===== src/rtl/regfile_pkg.sv =====
// Shared constants, read-mode encodings and the address-validity helper for regfile_sb.
package regfile_pkg;

    localparam int DEF_WIDTH = 8;
    localparam int DEF_DEPTH = 8;

    typedef enum logic {
        RD_COMB = 1'b0,
        RD_REG  = 1'b1
    } rd_mode_e;

    // A register index is usable when it exists and is not the hardwired zero register.
    function automatic logic addr_ok(input int a, input int depth, input int zero_reg);
        return (a < depth) && !((zero_reg != 0) && (a == 0));
    endfunction

endpackage


===== src/rtl/regfile_busy_sb.sv =====
// Per-register pending-write scoreboard: issue sets, writeback clears, set wins on a tie.
module regfile_busy_sb
    import regfile_pkg::*;
#(
    parameter int DEPTH    = DEF_DEPTH,
    parameter int ZERO_REG = 1,
    parameter int AW       = $clog2(DEPTH)
) (
    input  logic          clk,
    input  logic          rst,
    input  logic          clr_en,
    input  logic [AW-1:0] clr_addr,
    input  logic          set_en,
    input  logic [AW-1:0] set_addr,
    input  logic [AW-1:0] ra1,
    input  logic [AW-1:0] ra2,
    output logic          busy1,
    output logic          busy2
);

    logic [DEPTH-1:0] busy_q;
    logic [DEPTH-1:0] busy_d;
    logic             clr_ok;
    logic             set_ok;

    assign clr_ok = clr_en && addr_ok(int'(clr_addr), DEPTH, ZERO_REG);
    assign set_ok = set_en && addr_ok(int'(set_addr), DEPTH, ZERO_REG);

    // NOTE: give every always_comb output a default first, or a missed path infers a latch.
    always_comb begin
        busy_d = busy_q;
        if (clr_ok) busy_d[clr_addr] = 1'b0;
        if (set_ok) busy_d[set_addr] = 1'b1;
    end

    // NOTE: sequential state uses <= so every flop samples pre-edge values.
    always_ff @(posedge clk) begin
        if (rst) busy_q <= '0;
        else     busy_q <= busy_d;
    end

    // A writeback landing this cycle satisfies the reader through the data bypass.
    assign busy1 = addr_ok(int'(ra1), DEPTH, ZERO_REG) && busy_q[ra1] && !(clr_en && clr_addr == ra1);
    assign busy2 = addr_ok(int'(ra2), DEPTH, ZERO_REG) && busy_q[ra2] && !(clr_en && clr_addr == ra2);

endmodule


===== src/rtl/regfile_sb.sv =====
// Two-read/one-write register file with write-first bypass, optional zero register,
// optional registered read and a busy scoreboard for operand-fetch stalls.
module regfile_sb
    import regfile_pkg::*;
#(
    parameter int  WIDTH    = DEF_WIDTH,
    parameter int  DEPTH    = DEF_DEPTH,
    parameter int  ZERO_REG = 1,
    parameter int  READ_REG = int'(RD_COMB),
    localparam int AW       = $clog2(DEPTH)
) (
    input  logic             clk,
    input  logic             rst,
    input  logic             regwrite,
    input  logic [AW-1:0]    wa,
    input  logic [WIDTH-1:0] wd,
    input  logic [AW-1:0]    ra1,
    input  logic [AW-1:0]    ra2,
    output logic [WIDTH-1:0] rd1,
    output logic [WIDTH-1:0] rd2,
    input  logic             busy_set,
    input  logic [AW-1:0]    busy_addr,
    output logic             busy1,
    output logic             busy2
);

    logic [WIDTH-1:0] mem_q [DEPTH];
    logic [WIDTH-1:0] rv1_d;
    logic [WIDTH-1:0] rv2_d;
    logic             wr_ok;

    assign wr_ok = regwrite && addr_ok(int'(wa), DEPTH, ZERO_REG);

    // NOTE: the array is cleared on reset, so it maps to flops rather than a RAM macro.
    always_ff @(posedge clk) begin
        if (rst) begin
            for (int i = 0; i < DEPTH; i++) mem_q[i] <= '0;
        end else if (wr_ok) begin
            mem_q[wa] <= wd;
        end
    end

    always_comb begin
        rv1_d = '0;
        rv2_d = '0;
        if (addr_ok(int'(ra1), DEPTH, ZERO_REG)) rv1_d = (regwrite && wa == ra1) ? wd : mem_q[ra1];
        if (addr_ok(int'(ra2), DEPTH, ZERO_REG)) rv2_d = (regwrite && wa == ra2) ? wd : mem_q[ra2];
    end

    if (READ_REG == int'(RD_REG)) begin : g_rd_reg
        logic [WIDTH-1:0] rd1_q;
        logic [WIDTH-1:0] rd2_q;

        always_ff @(posedge clk) begin
            if (rst) begin
                rd1_q <= '0;
                rd2_q <= '0;
            end else begin
                rd1_q <= rv1_d;
                rd2_q <= rv2_d;
            end
        end

        assign rd1 = rd1_q;
        assign rd2 = rd2_q;
    end else begin : g_rd_comb
        assign rd1 = rv1_d;
        assign rd2 = rv2_d;
    end

    regfile_busy_sb #(
        .DEPTH    (DEPTH),
        .ZERO_REG (ZERO_REG),
        .AW       (AW)
    ) u_busy (
        .clk      (clk),
        .rst      (rst),
        .clr_en   (regwrite),
        .clr_addr (wa),
        .set_en   (busy_set),
        .set_addr (busy_addr),
        .ra1      (ra1),
        .ra2      (ra2),
        .busy1    (busy1),
        .busy2    (busy2)
    );

endmodule

===== config.mk =====
export PLATFORM = sky130hd
export DESIGN_NAME = regfile_sb
export DESIGN_NICKNAME = d
export VERILOG_FILES = /design/src/rtl/regfile_pkg.sv /design/src/rtl/regfile_busy_sb.sv /design/src/rtl/regfile_sb.sv
export SDC_FILE = /design/constraint.sdc
export NUM_CORES = 1
export LEC_CHECK = 0
export ABC_AREA = 1
export BUFFER_PORTS_ARGS = -buffer_cell sky130_fd_sc_hd__buf_2
export CORE_MARGIN = 3
export CORE_UTILIZATION = 47
export CTS_BUF_LIST = sky130_fd_sc_hd__clkbuf_16
export DETAILED_ROUTE_END_ITERATION = 12
export PLACE_DENSITY_LB_ADDON = 0.15
export SETUP_SLACK_MARGIN = 0.3
export SYNTH_ARGS = -nofsm -noshare
export SYNTH_HDL_FRONTEND = slang
export SYNTH_SLANG_ARGS = --single-unit

===== constraint.sdc =====
create_clock -name clk -period 2.6 [get_ports clk]
set_input_delay 0.26 -clock clk [delete_from_list [all_inputs] [get_ports clk]]
set_output_delay 0.26 -clock clk [all_outputs]
set_load 0.005 [all_outputs]

==> results_dict.tcl <==
set metrics [dict create \
    setup-tns-final_ps 0 \
    timing.fmax_mhz 509 \
    grt_overflow_total 0 \
    drive_gt1_share_pct 13.0 \
    synthArstFlopShare_pct 0 \
    power.internal_mw 2.32 \
    slew_headroom_pct 55.5 \
    drt_iter0_drc 658 \
    clkTransAtPathRegs_ps 60 \
    post_drt_wl_per_cell_um 18.4 \
    ys_ff_latch 72 \
    root_buffer "clkbuf_16" \
    synth_edf_count 64 \
    drv_slew 0 \
    die_h_um 102 \
    post_synth_num_cell_types 22 \
    outcome "complete, no violations" \
    grt_pass1_wl_um 21700 \
    synthTopCellsByCount "213 x nand2_1, 114 x nor2_1, 113 x nand3_1" \
    synth.most_common_cell "nand2_1" \
    p_seq_share_pct 43.2 \
    cts_resized 0 \
    grt_pass1_vias 3932 \
    cts.sinks 72 \
    fill_cells 881 \
    rsz0062_at_grt "false" \
    grt_max_degree 40 \
    initial_core_util_pct 49.1 \
    final-hold-violation-count 0 \
    hold_class "in -> reg" \
    arrival_ps 1710 \
    ios 42 \
    rows 34 \
    crit_type "in -> out" \
    drc 0 \
    crit_fanout 17 \
    synth_area_um2 4350 \
    skew_ps 0 \
    nNetsFinal 666 \
    cts_hold_buf 0 \
    cts_buffer_depth 2 \
    num_antenna_cells 0 \
    maxCapViolCount 0 \
    avgSynthCellArea_um2 7.24 \
    worstSetupEndpointType "primary output" \
    ir_drop_uv 324 \
    vias 4314 \
    port_buffers 41 \
    cts_tree "built" \
    tightest_slew_ps 666 \
    switching_power_mw 0.866 \
    dieArea_um2 10400 \
    synth_top_flop_cell "edfxtp_1" \
    ant_nets 0 \
    syn2layout_area_growth_pct 14.1 \
    swShare_pct 27.2 \
    comb_power_share_pct 15.6 \
    period_minus_slack_ps 1970 \
    fp.dieW_um 102 \
    routed_via_density 5.71 \
    synth_top_area_share_pct 44.2 \
    numCtsBuffers 9 \
    antenna_found_initial 0 \
    first_pass_iters 6 \
    yosysWarnings 0 \
    setup_viol 0 \
    clk_latency_ps 330 \
    utilization_pct 56.0 \
    cts_max_level 3 \
    final_area_um2 4960 \
    leakage_nw 2.30 \
    place_hpwl_um 9690 \
    coreArea_um2 8850 \
    grt_usage_pct 28.2 \
    wl_um 13900 \
    cp_data_required_time_ps 2340 \
    place_congestion 0.954 \
    total_power_mw 3.19 \
    syn_inst 600 \
    cp-start-kind "input port" \
    power_per_cell_area_nw_per_um2 642 \
    cts_setup_buffers 0 \
    synthTopCellsByArea "edfxtp_1 44%, nand2_1 18%, nand3_1 13%" \
    pwr-share-clk_pct 41.1 \
    placed_area_um2 4650 \
    finalCritPeriodShare_pct 75.6 \
    ys_seq_area_share_pct 47.9 \
    yosysTopAreaCell "edfxtp_1" \
]
==> worst paths after layout <==
path	end	startpoint	slack [ps]	cells after the start
max	busy1	ra1[1]	630	9
min	u_busy.busy_q[1]	busy_addr[1]	150	2
max reg2reg	u_busy.busy_q[6]	u_busy.busy_q[6]	1950	2
min reg2reg	u_busy.busy_q[0]	u_busy.busy_q[0]	480	2
==> power by group through the flow <==
stage                     logic [mW]  registers (mW)  clock network (mW)
final                          0.498            1.38                1.31
after global routing           0.553            1.38                1.36
after CTS                      0.489            1.38                1.31
after detailed placement       0.487            1.40                   0
after global placement         0.479            1.40                   0
after floorplan                0.318            1.38                   0
==> worst max-delay path, stage by stage <==
cell and delay, ps:
buf_2 110, inv_1 480, nand2_1 100, nand2_1 130, nor2_4 80, nand2_4 130, nand2_1 100, a21oi_1 170
buf_2 140
==> logic make-up (layout without fill, tap and decap cells) <==
| logic type | count (synthesis) | after routing | synth area share, % |
|---|---|---|---|
| AND/OR/NAND/NOR | 448 | 448 | 43.2 |
| flip-flops | 72 | 72 | 47.9 |
| buffers and inverters | 57 | 97 | 6.02 |
| AO/OA/AOI/OAI | 22 | 22 | 2.76 |
| other | 1 | 8 | 0.0863 |
==> layout make-up <==
class	instances	area (um^2)	share of cell area, %
sequential	72	2080	42.0
clock buffer	9	225	4.54
clock inverter	7	87.6	1.77
timing repair buffer	53	295	5.96
tap	108	135	2.73
multi-input combinational	478	2030	40.9
inverter	28	105	2.12
==> cell usage in the layout (no fill, tap or decap), types with 2 or more instances in the layout <==
cell	n
nand2_1	213
nor2_1	114
nand3_1	113
edfxtp_1	64
buf_2	41
buf_4	12
inv_1	11
inv_2	10
a21oi_1	10
clkinv_1	9
clkbuf_16	9
o21ai_0	8
conb_1	8
dfxtp_1	8
nor2_4	4
nand2_4	2
bufinv_16	2
clkinvlp_4	2
==> stage by stage <==
| stage | setup slack, ps | hold WS (ps) | std cells |
|---|---|---|---|
| floorplan | 1240 | 361 | 607 |
| global placement | 660 | 455 | 739 |
| detailed placement | 649 | 453 | 739 |
| CTS | 649 | 142 | 755 |
| global route | 515 | 152 | 755 |
| finish | 634 | 145 | 755 |
==> routing by layer <==
| metal | part of all wire [%] | up-vias | global-route usage (%) |
|---|---|---|---|
| met2 | 45 | 280 | 42.2 |
| li1 | - | 2035 | - |
| met1 | 41 | 1956 | 40.6 |
| met3 | 11 | 43 | 4.78 |
| met5 | 0 | - | 0 |
| met4 | 3.6 | 0 | 11.7 |
==> state kept, by name, summed over array words and instances, names as in the netlist <==
name           flops
mem_q             64
u_busy.busy_q      8
Power figures use the tool's default switching activity.
